===== src/rtl/imm_decode_stage.sv =====
// Registered RISC-V immediate decode stage with a two-entry skid buffer (output register + skid register).
// Optional feature macro: IMMDEC_CSR_EN enables decode of SYSTEM-opcode immediates (CSR zimm / ECALL-class I-type).
module imm_decode_stage #(
  parameter int XLEN = 32
) (
  input  logic            clk,
  input  logic            rst_n,
  input  logic            flush,
  input  logic            in_valid,
  output logic            in_ready,
  input  logic [31:0]     in_inst,
  input  logic [XLEN-1:0] in_pc,
  output logic            out_valid,
  input  logic            out_ready,
  output logic [31:0]     out_inst,
  output logic [XLEN-1:0] out_pc,
  output logic [XLEN-1:0] out_imm,
  output logic [2:0]      out_fmt,
  output logic            out_illegal
);

  generate
    if (XLEN != 32 && XLEN != 64) begin : g_bad_xlen
      $error("imm_decode_stage: XLEN must be 32 or 64");
    end
  endgenerate

  localparam logic [2:0] FMT_R     = 3'd0;
  localparam logic [2:0] FMT_I     = 3'd1;
  localparam logic [2:0] FMT_S     = 3'd2;
  localparam logic [2:0] FMT_B     = 3'd3;
  localparam logic [2:0] FMT_U     = 3'd4;
  localparam logic [2:0] FMT_J     = 3'd5;
  localparam logic [2:0] FMT_SHAMT = 3'd6;
  localparam logic [2:0] FMT_CSR   = 3'd7;

  localparam logic [6:0] OP_LUI    = 7'b0110111;
  localparam logic [6:0] OP_AUIPC  = 7'b0010111;
  localparam logic [6:0] OP_JAL    = 7'b1101111;
  localparam logic [6:0] OP_JALR   = 7'b1100111;
  localparam logic [6:0] OP_LOAD   = 7'b0000011;
  localparam logic [6:0] OP_FENCE  = 7'b0001111;
  localparam logic [6:0] OP_STORE  = 7'b0100011;
  localparam logic [6:0] OP_BRANCH = 7'b1100011;
  localparam logic [6:0] OP_IMM    = 7'b0010011;
  localparam logic [6:0] OP_REG    = 7'b0110011;
  localparam logic [6:0] OP_SYSTEM = 7'b1110011;

  // Handshake: a beat transfers on a rising edge where valid and ready are both high;
  // producers hold data stable while valid is high and ready is low.

  logic [31:0]     imm32;
  logic            sign_ext;
  logic [XLEN-1:0] dec_imm;
  logic [2:0]      dec_fmt;
  logic            dec_illegal;
  logic [2:0]      funct3;

  assign funct3 = in_inst[14:12];

  // imm32 holds the immediate with its sign bit at [31]; widening happens once below.
  always_comb begin
    imm32       = '0;
    sign_ext    = 1'b1;
    dec_fmt     = FMT_R;
    dec_illegal = 1'b0;
    case (in_inst[6:0])
      OP_LUI, OP_AUIPC: begin
        imm32   = {in_inst[31:12], 12'b0};
        dec_fmt = FMT_U;
      end
      OP_JAL: begin
        imm32   = {{11{in_inst[31]}}, in_inst[31], in_inst[19:12], in_inst[20], in_inst[30:21], 1'b0};
        dec_fmt = FMT_J;
      end
      OP_JALR, OP_LOAD, OP_FENCE: begin
        imm32   = {{20{in_inst[31]}}, in_inst[31:20]};
        dec_fmt = FMT_I;
      end
      OP_STORE: begin
        imm32   = {{20{in_inst[31]}}, in_inst[31:25], in_inst[11:7]};
        dec_fmt = FMT_S;
      end
      OP_BRANCH: begin
        imm32   = {{19{in_inst[31]}}, in_inst[31], in_inst[7], in_inst[30:25], in_inst[11:8], 1'b0};
        dec_fmt = FMT_B;
      end
      OP_IMM: begin
        if (funct3 == 3'b001 || funct3 == 3'b101) begin
          sign_ext = 1'b0;
          dec_fmt  = FMT_SHAMT;
          if (XLEN == 64) begin
            imm32 = {26'b0, in_inst[25:20]};
          end else begin
            imm32       = {27'b0, in_inst[24:20]};
            dec_illegal = in_inst[25];
          end
        end else begin
          imm32   = {{20{in_inst[31]}}, in_inst[31:20]};
          dec_fmt = FMT_I;
        end
      end
      OP_REG: begin
        dec_fmt = FMT_R;
      end
`ifdef IMMDEC_CSR_EN
      OP_SYSTEM: begin
        if (funct3 != 3'b000) begin
          sign_ext = 1'b0;
          imm32    = {27'b0, in_inst[19:15]};
          dec_fmt  = FMT_CSR;
        end else begin
          imm32   = {{20{in_inst[31]}}, in_inst[31:20]};
          dec_fmt = FMT_I;
        end
      end
`else
      OP_SYSTEM: begin
        dec_illegal = 1'b1;
      end
`endif
      default: begin
        dec_illegal = 1'b1;
      end
    endcase
    dec_imm       = {XLEN{imm32[31] & sign_ext}};
    dec_imm[31:0] = imm32;
  end

  logic            skid_valid;
  logic [31:0]     skid_inst;
  logic [XLEN-1:0] skid_pc;
  logic [XLEN-1:0] skid_imm;
  logic [2:0]      skid_fmt;
  logic            skid_illegal;
  logic            accept;

  assign accept = in_valid & in_ready;

  // in_ready is kept as its own flop (the complement of the next skid occupancy) so it never
  // depends combinationally on out_ready.
  always_ff @(posedge clk) begin
    if (!rst_n) begin
      in_ready     <= 1'b1;
      out_valid    <= 1'b0;
      out_inst     <= '0;
      out_pc       <= '0;
      out_imm      <= '0;
      out_fmt      <= '0;
      out_illegal  <= 1'b0;
      skid_valid   <= 1'b0;
      skid_inst    <= '0;
      skid_pc      <= '0;
      skid_imm     <= '0;
      skid_fmt     <= '0;
      skid_illegal <= 1'b0;
    end else if (flush) begin
      out_valid  <= 1'b0;
      skid_valid <= 1'b0;
      in_ready   <= 1'b1;
    end else if (!out_valid || out_ready) begin
      if (skid_valid) begin
        out_valid   <= 1'b1;
        out_inst    <= skid_inst;
        out_pc      <= skid_pc;
        out_imm     <= skid_imm;
        out_fmt     <= skid_fmt;
        out_illegal <= skid_illegal;
        skid_valid  <= 1'b0;
        in_ready    <= 1'b1;
      end else if (accept) begin
        out_valid   <= 1'b1;
        out_inst    <= in_inst;
        out_pc      <= in_pc;
        out_imm     <= dec_imm;
        out_fmt     <= dec_fmt;
        out_illegal <= dec_illegal;
      end else begin
        out_valid <= 1'b0;
      end
    end else if (accept) begin
      skid_valid   <= 1'b1;
      skid_inst    <= in_inst;
      skid_pc      <= in_pc;
      skid_imm     <= dec_imm;
      skid_fmt     <= dec_fmt;
      skid_illegal <= dec_illegal;
      in_ready     <= 1'b0;
    end
  end

endmodule


===== config.mk =====
export PLATFORM = sky130hd
export DESIGN_NAME = imm_decode_stage
export DESIGN_NICKNAME = d
export VERILOG_FILES = /design/src/rtl/imm_decode_stage.sv
export SDC_FILE = /design/constraint.sdc
export NUM_CORES = 1
export LEC_CHECK = 0
export ABC_CLOCK_PERIOD_IN_PS = 2200
export BUFFER_PORTS_ARGS = -buffer_cell sky130_fd_sc_hd__buf_2
export CAP_MARGIN = 25
export CELL_PAD_IN_SITES_DETAIL_PLACEMENT = 0
export CELL_PAD_IN_SITES_GLOBAL_PLACEMENT = 1
export CORE_ASPECT_RATIO = 0.75
export CORE_MARGIN = 1.5
export CORE_UTILIZATION = 25
export DETAILED_ROUTE_END_ITERATION = 8
export HOLD_SLACK_MARGIN = 0.03
export PLACE_DENSITY = 0.54
export SLEW_MARGIN = 0
export SYNTH_ARGS = -nofsm -noshare
export SYNTH_HDL_FRONTEND = slang
export SYNTH_SLANG_ARGS = --single-unit
export TNS_END_PERCENT = 20

===== constraint.sdc =====
create_clock -name clk -period 2.2 [get_ports clk]
set_input_delay 0.22 -clock clk [delete_from_list [all_inputs] [get_ports clk]]
set_output_delay 0.22 -clock clk [all_outputs]
set_load 0.005 [all_outputs]

Word-level counts from Yosys, hierarchy flattened
Cells that the tools add are included.
Widths: inputs -> output; s select.
- output and inout port bits: 102
- word-level logic and storage cells: 64
- input port bits: 69
- register bits after elaboration: 203
- muxes and demuxes: 21
- bitwise gates (word level): 4
- eq/ne operators: 13
- reduce and logical (&&, ||, !) cells: 13
- operators by type and width (kind ; number):
    $mux 32 ; 7
    $pmux 32 s6 ; 1
    $eq 7x6->1 const B ; 3
    $eq 7x7->1 const B ; 3
    $pmux 3 s6 ; 1
    $eq 7x5->1 const B ; 2
    $mux 3 ; 3
    $reduce_or 9->1 ; 1
    $mux 1 ; 8
    $eq 7x2->1 const B ; 1
    $eq 7x4->1 const B ; 1
    $reduce_and 3->1 ; 2
    $reduce_or 3->1 ; 2
    $reduce_bool 2->1 ; 2
    $reduce_or 2->1 ; 2
    $eq 3x1->1 const B ; 1
    $eq 3x3->1 const B ; 1
    $not 1->1 ; 3
    $logic_or 1x1->1 ; 2
    $ne 2x2->1 const B ; 1
    $pmux 1 s2 ; 1
    $reduce_and 2->1 ; 1
    $and 1x1->1 ; 1
    $logic_not 1->1 ; 1

Depth between registers and ports, before layout
- depth after elaboration: 6
- depth in mapped cells: 8
- gate-level depth less buffers: 5

Least setup slack after synthesis
OpenSTA, ideal clock, no wires.
- kind: register -> register
- start: reg skid_valid
- end: reg out_imm[20]
- slack: 0.451 ns
- buffers on the path: 2
- stages on the path, launching flop included: 8
- data required time: 2.080 ns
- clock period less this slack: 1.749 ns
- setup time: 0.120 ns
- data arrival time: 1.629 ns
- cells stage by stage: dfxtp_1 > buf_2 > a21oi_1 > or3_1 > or3_1 > o32ai_1 > buf_4 > a21oi_1
- word-level cells in the longest chain between the ends: 2
- elaborated cells on any way between the ends: 3
- those cells by class: mux: 1; reduce/logical: 2
- RTL lines (what ; RTL line ; RTL):
    start, declared ; 130 ; logic skid_valid;
    start signal, assigned ; 151 ; skid_valid <= 1'b0;
    start signal, assigned ; 159 ; skid_valid <= 1'b0;
    start signal, assigned ; 169 ; skid_valid <= 1'b0;
    $reduce_bool 2->1 (no line) ; -- ;
    $reduce_and 3->1 (no line) ; -- ;
    end signal, assigned ; 166 ; out_imm <= skid_imm;
    end signal, assigned ; 175 ; out_imm <= dec_imm;
    end, declared ; 17 ; output logic [XLEN-1:0] out_imm,
Several ways; a longest one is shown, not always the timed one.
A chain may end at the register's enable or synchronous reset.

Worst setup path in the final report
- start: in in_inst[5]
- end: reg out_imm[12]
- word-level cells in the longest chain between the ends: 5
- elaborated cells on any way between the ends: 14
- those cells by class: eq/ne: 9; mux: 3; reduce/logical: 2
- RTL lines (what ; RTL line ; RTL):
    start, declared ; 11 ; input logic [31:0] in_inst,
    $eq 7x7->1 (tied with other cells) ; 67 ; case (in_inst[6:0])
    $reduce_or 3->1 or $reduce_or 2->1 (tied branches) ; -- ;
    $pmux 32 s6 (*) ; 67 ;
    $mux 32 (*) ; 171 ; end else if (accept) begin
    $mux 32 (*) ; 162 ; if (skid_valid) begin
Every way passes the cells marked *; elsewhere a longest branch is shown, timed or not. The select of a mux whose other input is x is not followed.

==> results by group <==
Outcome
  • Status: completed

Timing
  • F_max: 519 MHz
  • Worst slew pin tran: 759 ps
  • Fin crit period: 1930 ps
  • Hold Fails Final Rpt: 0
  • Setup TNS: 0 ps
  • Final Max Tran Viols: 0
  • Rel. slew slack: 49.4%
  • Final worst-path cycle share: 87.6%
  • Layout Skew: 10.1 ps
  • RSZ-0062 raised after global routing: no
  • Count of final setup violators: 0

Cells and area
  • Layout fillers: 3553
  • Final Instance Area: 0.0115 sq mm
  • Layout Utilization: 33.8%
  • Final #Nets: 1252
  • Diodes inserted: 0
  • P&R area growth vs syn: 31.9%
  • Share of layout cells above drive strength 1: 24.6%

Critical path
  • CP arrival: 2350 ps
  • Crit Path Class: in -> reg
  • CP Max Fanout: 9
  • Startpoint types: input pin
  • CP Data Required Time: 2620 ps
  • CP endpoint kind: flip-flop

Routing
  • Routed wire length: 27600 um
  • Drc violations: 0
  • Drt initial violations: 382
  • Via density: 4.70
  • Routed length per placed instance: 16.7 um
  • Routed Antenna Nets: 0
  • DRT Pass-1 Iters: 4
  • Vias: 7753

Clock tree
  • CTS tree: built
  • Clk slew on worst S/H paths: 60 ps
  • Total CTS buffers: 24
  • Post-CTS setup buffer count: 0
  • Clk sinks: 203
  • Clock Latency Late Sink: 530 ps
  • Longest Clk Path Bufs: 3
  • Cts hold-fix bufs: 61
  • CTS Root Cell: clkbuf_16
  • H-tree depth: 1
  • Post-CTS sizing: 0

Floorplan
  • Initial core utilization: 25.6%
  • Die area: 0.0359 sq mm
  • Height of the die: 164 um
  • I/O pin cnt: 171
  • Die W: 218 um
  • CORE AREA: 0.0339 sq mm
  • # rows: 58

Pwr
  • Power share of the sequential group: 44.3%
  • Pwr Density: 762 mW/mm^2
  • Maximum vdd drop: 0.000376 V
  • P_sw: 2230 uW
  • Combinational share of power: 9.8%
  • Clk pwr share: 45.9%
  • Internal power: 6500 uW
  • Net Sw Frac: 25.5%
  • Leak: 0.00426 uW

Place
  • IO buf count: 170
  • DP HPWL: 18200 um
  • Placed instance area: 0.0101 sq mm
  • GP Congestion: 0.775

Logic synthesis
  • Asr flop ratio synth: 0%
  • Mapped Avg Cell Area: 8.82 sq um
  • Cell variety after synth: 64
  • Largest area contributor in the netlist: dfxtp_1
  • Post-synth top cells: 203 x dfxtp_1, 166 x nand2_1, 97 x a21oi_1, 86 x nor2_1
  • Seq cells post-synth: 203
  • Synth area leaders: dfxtp_1 47%, nand2_1 7.2%, mux2i_1 7.1%
  • Cells after Synth: 984
  • Syn. warnings: 0
  • Sequential fraction of the synthesis area: 46.8%
  • Post-Syn Area: 0.00868 sq mm
  • Most used DFF post-synth: dfxtp_1
  • Count leader, synth: dfxtp_1
  • Post-synth EDFFs: 0
  • Synthesized Nets: 1053
  • Synth top area share: 46.8%

GRT
  • GR Util All Layers: 15.2%
  • Grt total ovfl: 0
  • Largest net degree at the start of global routing: 74
  • Vias in the first global route: 7467
  • Initial antenna violation count: 0
  • First-pass GRT wire length: 43200 um

Run
  • Max_cap viols: 0

Min path
  • Hold Crit Class: in -> reg
[path summary, 6_finish.rpt]
path                   end  slack (ps)          start  cells after the start
min reg2reg  skid_inst[30]         450  skid_inst[30]                      2
max            out_imm[12]         270     in_inst[5]                      7
max reg2reg    skid_fmt[1]         280       in_ready                      6
min           skid_inst[2]          70     in_inst[2]                      3
[registers in the layout, summed over array words and instances, names as in the netlist, 3 cells and up]
register / flops
out_imm: 32
out_pc: 32
out_fmt: 3
skid_inst: 32
skid_imm: 32
skid_pc: 32
out_inst: 32
skid_fmt: 3
[worst max-delay path, stage by stage]
cell           delay, ps
dlygate4sd3_1        540
buf_2                190
nor3b_2              270
and2_1               240
nor2_1               110
o31a_4               460
a2111oi_2            300
[area by class of cell]
cell class | instances | area (sq um) | share of cell area (%)
clock inverter | 13 | 98.8 | 0.863
inverter | 8 | 35.0 | 0.306
tap | 450 | 563 | 4.92
timing repair buffer | 262 | 1770 | 15.4
multi-input combinational | 684 | 4230 | 37.0
clock buffer | 31 | 688 | 6.01
sequential | 203 | 4070 | 35.5
[per-stage QoR]
stage / setup slack (ps) / power [uW] / cells / hold WS [ps]
2_1_floorplan: 451 / 4360 / 984 / 346
3_3_place_gp: 154 / 4730 / 1546 / 442
3_5_place_dp: 172 / 4730 / 1546 / 447
4_1_cts: 221 / 8890 / 1651 / 35.2
5_1_grt: 44.3 / 9110 / 1651 / 64.1
6_report: 272 / 8730 / 1651 / 69.3
[placed cells by master (no fill, tap or decap), types with 8 or more instances in the layout]
cell           Yosys  layout
and2_1            24      24
mux2i_1           62      62
buf_2             17     170
clkinv_2           0       9
o211ai_1          13      13
a2111oi_2          8       8
nand2_1          166     166
nand3b_1          13      13
dlygate4sd3_1      0      61
o21ai_0           33      33
a211oi_1          62      62
nor3b_1            8       8
nor2_1            86      86
dfxtp_1          203     202
buf_4              4      25
and3_1            10      10
o221a_2           19      19
clkbuf_16          0      25
a21oi_1           97      97
[power by group through the flow]
| stage | registers, uW | clock network, uW | logic [uW] |
|---|---|---|---|
| 6_report | 3870 | 4010 | 858 |
| 3_3_place_gp | 3950 | 0 | 783 |
| 5_1_grt | 3880 | 4280 | 955 |
| 4_1_cts | 3870 | 4150 | 873 |
| 3_5_place_dp | 3950 | 0 | 787 |
| 2_1_floorplan | 3950 | 0 | 404 |
[cell families after synthesis]
| family | count (synthesis) | share of synthesized area (%) |
|---|---|---|
| AO/OA/AOI/OAI | 279 | 23.1 |
| multiplexers | 62 | 7.15 |
| AND/OR/NAND/NOR | 343 | 18.3 |
| flip-flops | 203 | 46.8 |
| buffers and inverters | 97 | 4.71 |
[routing by layer]
layer	routed length, um	track usage [%]	part of all wire [%]	up-vias
met4	429	2.63	1.6	0
li1	-	-	-	3928
met1	13900	21.6	50	3658
met2	11900	23.4	43	133
met3	1360	3.68	4.9	34
met5	0	0	0	-
(Power assumes the default switching activity.)
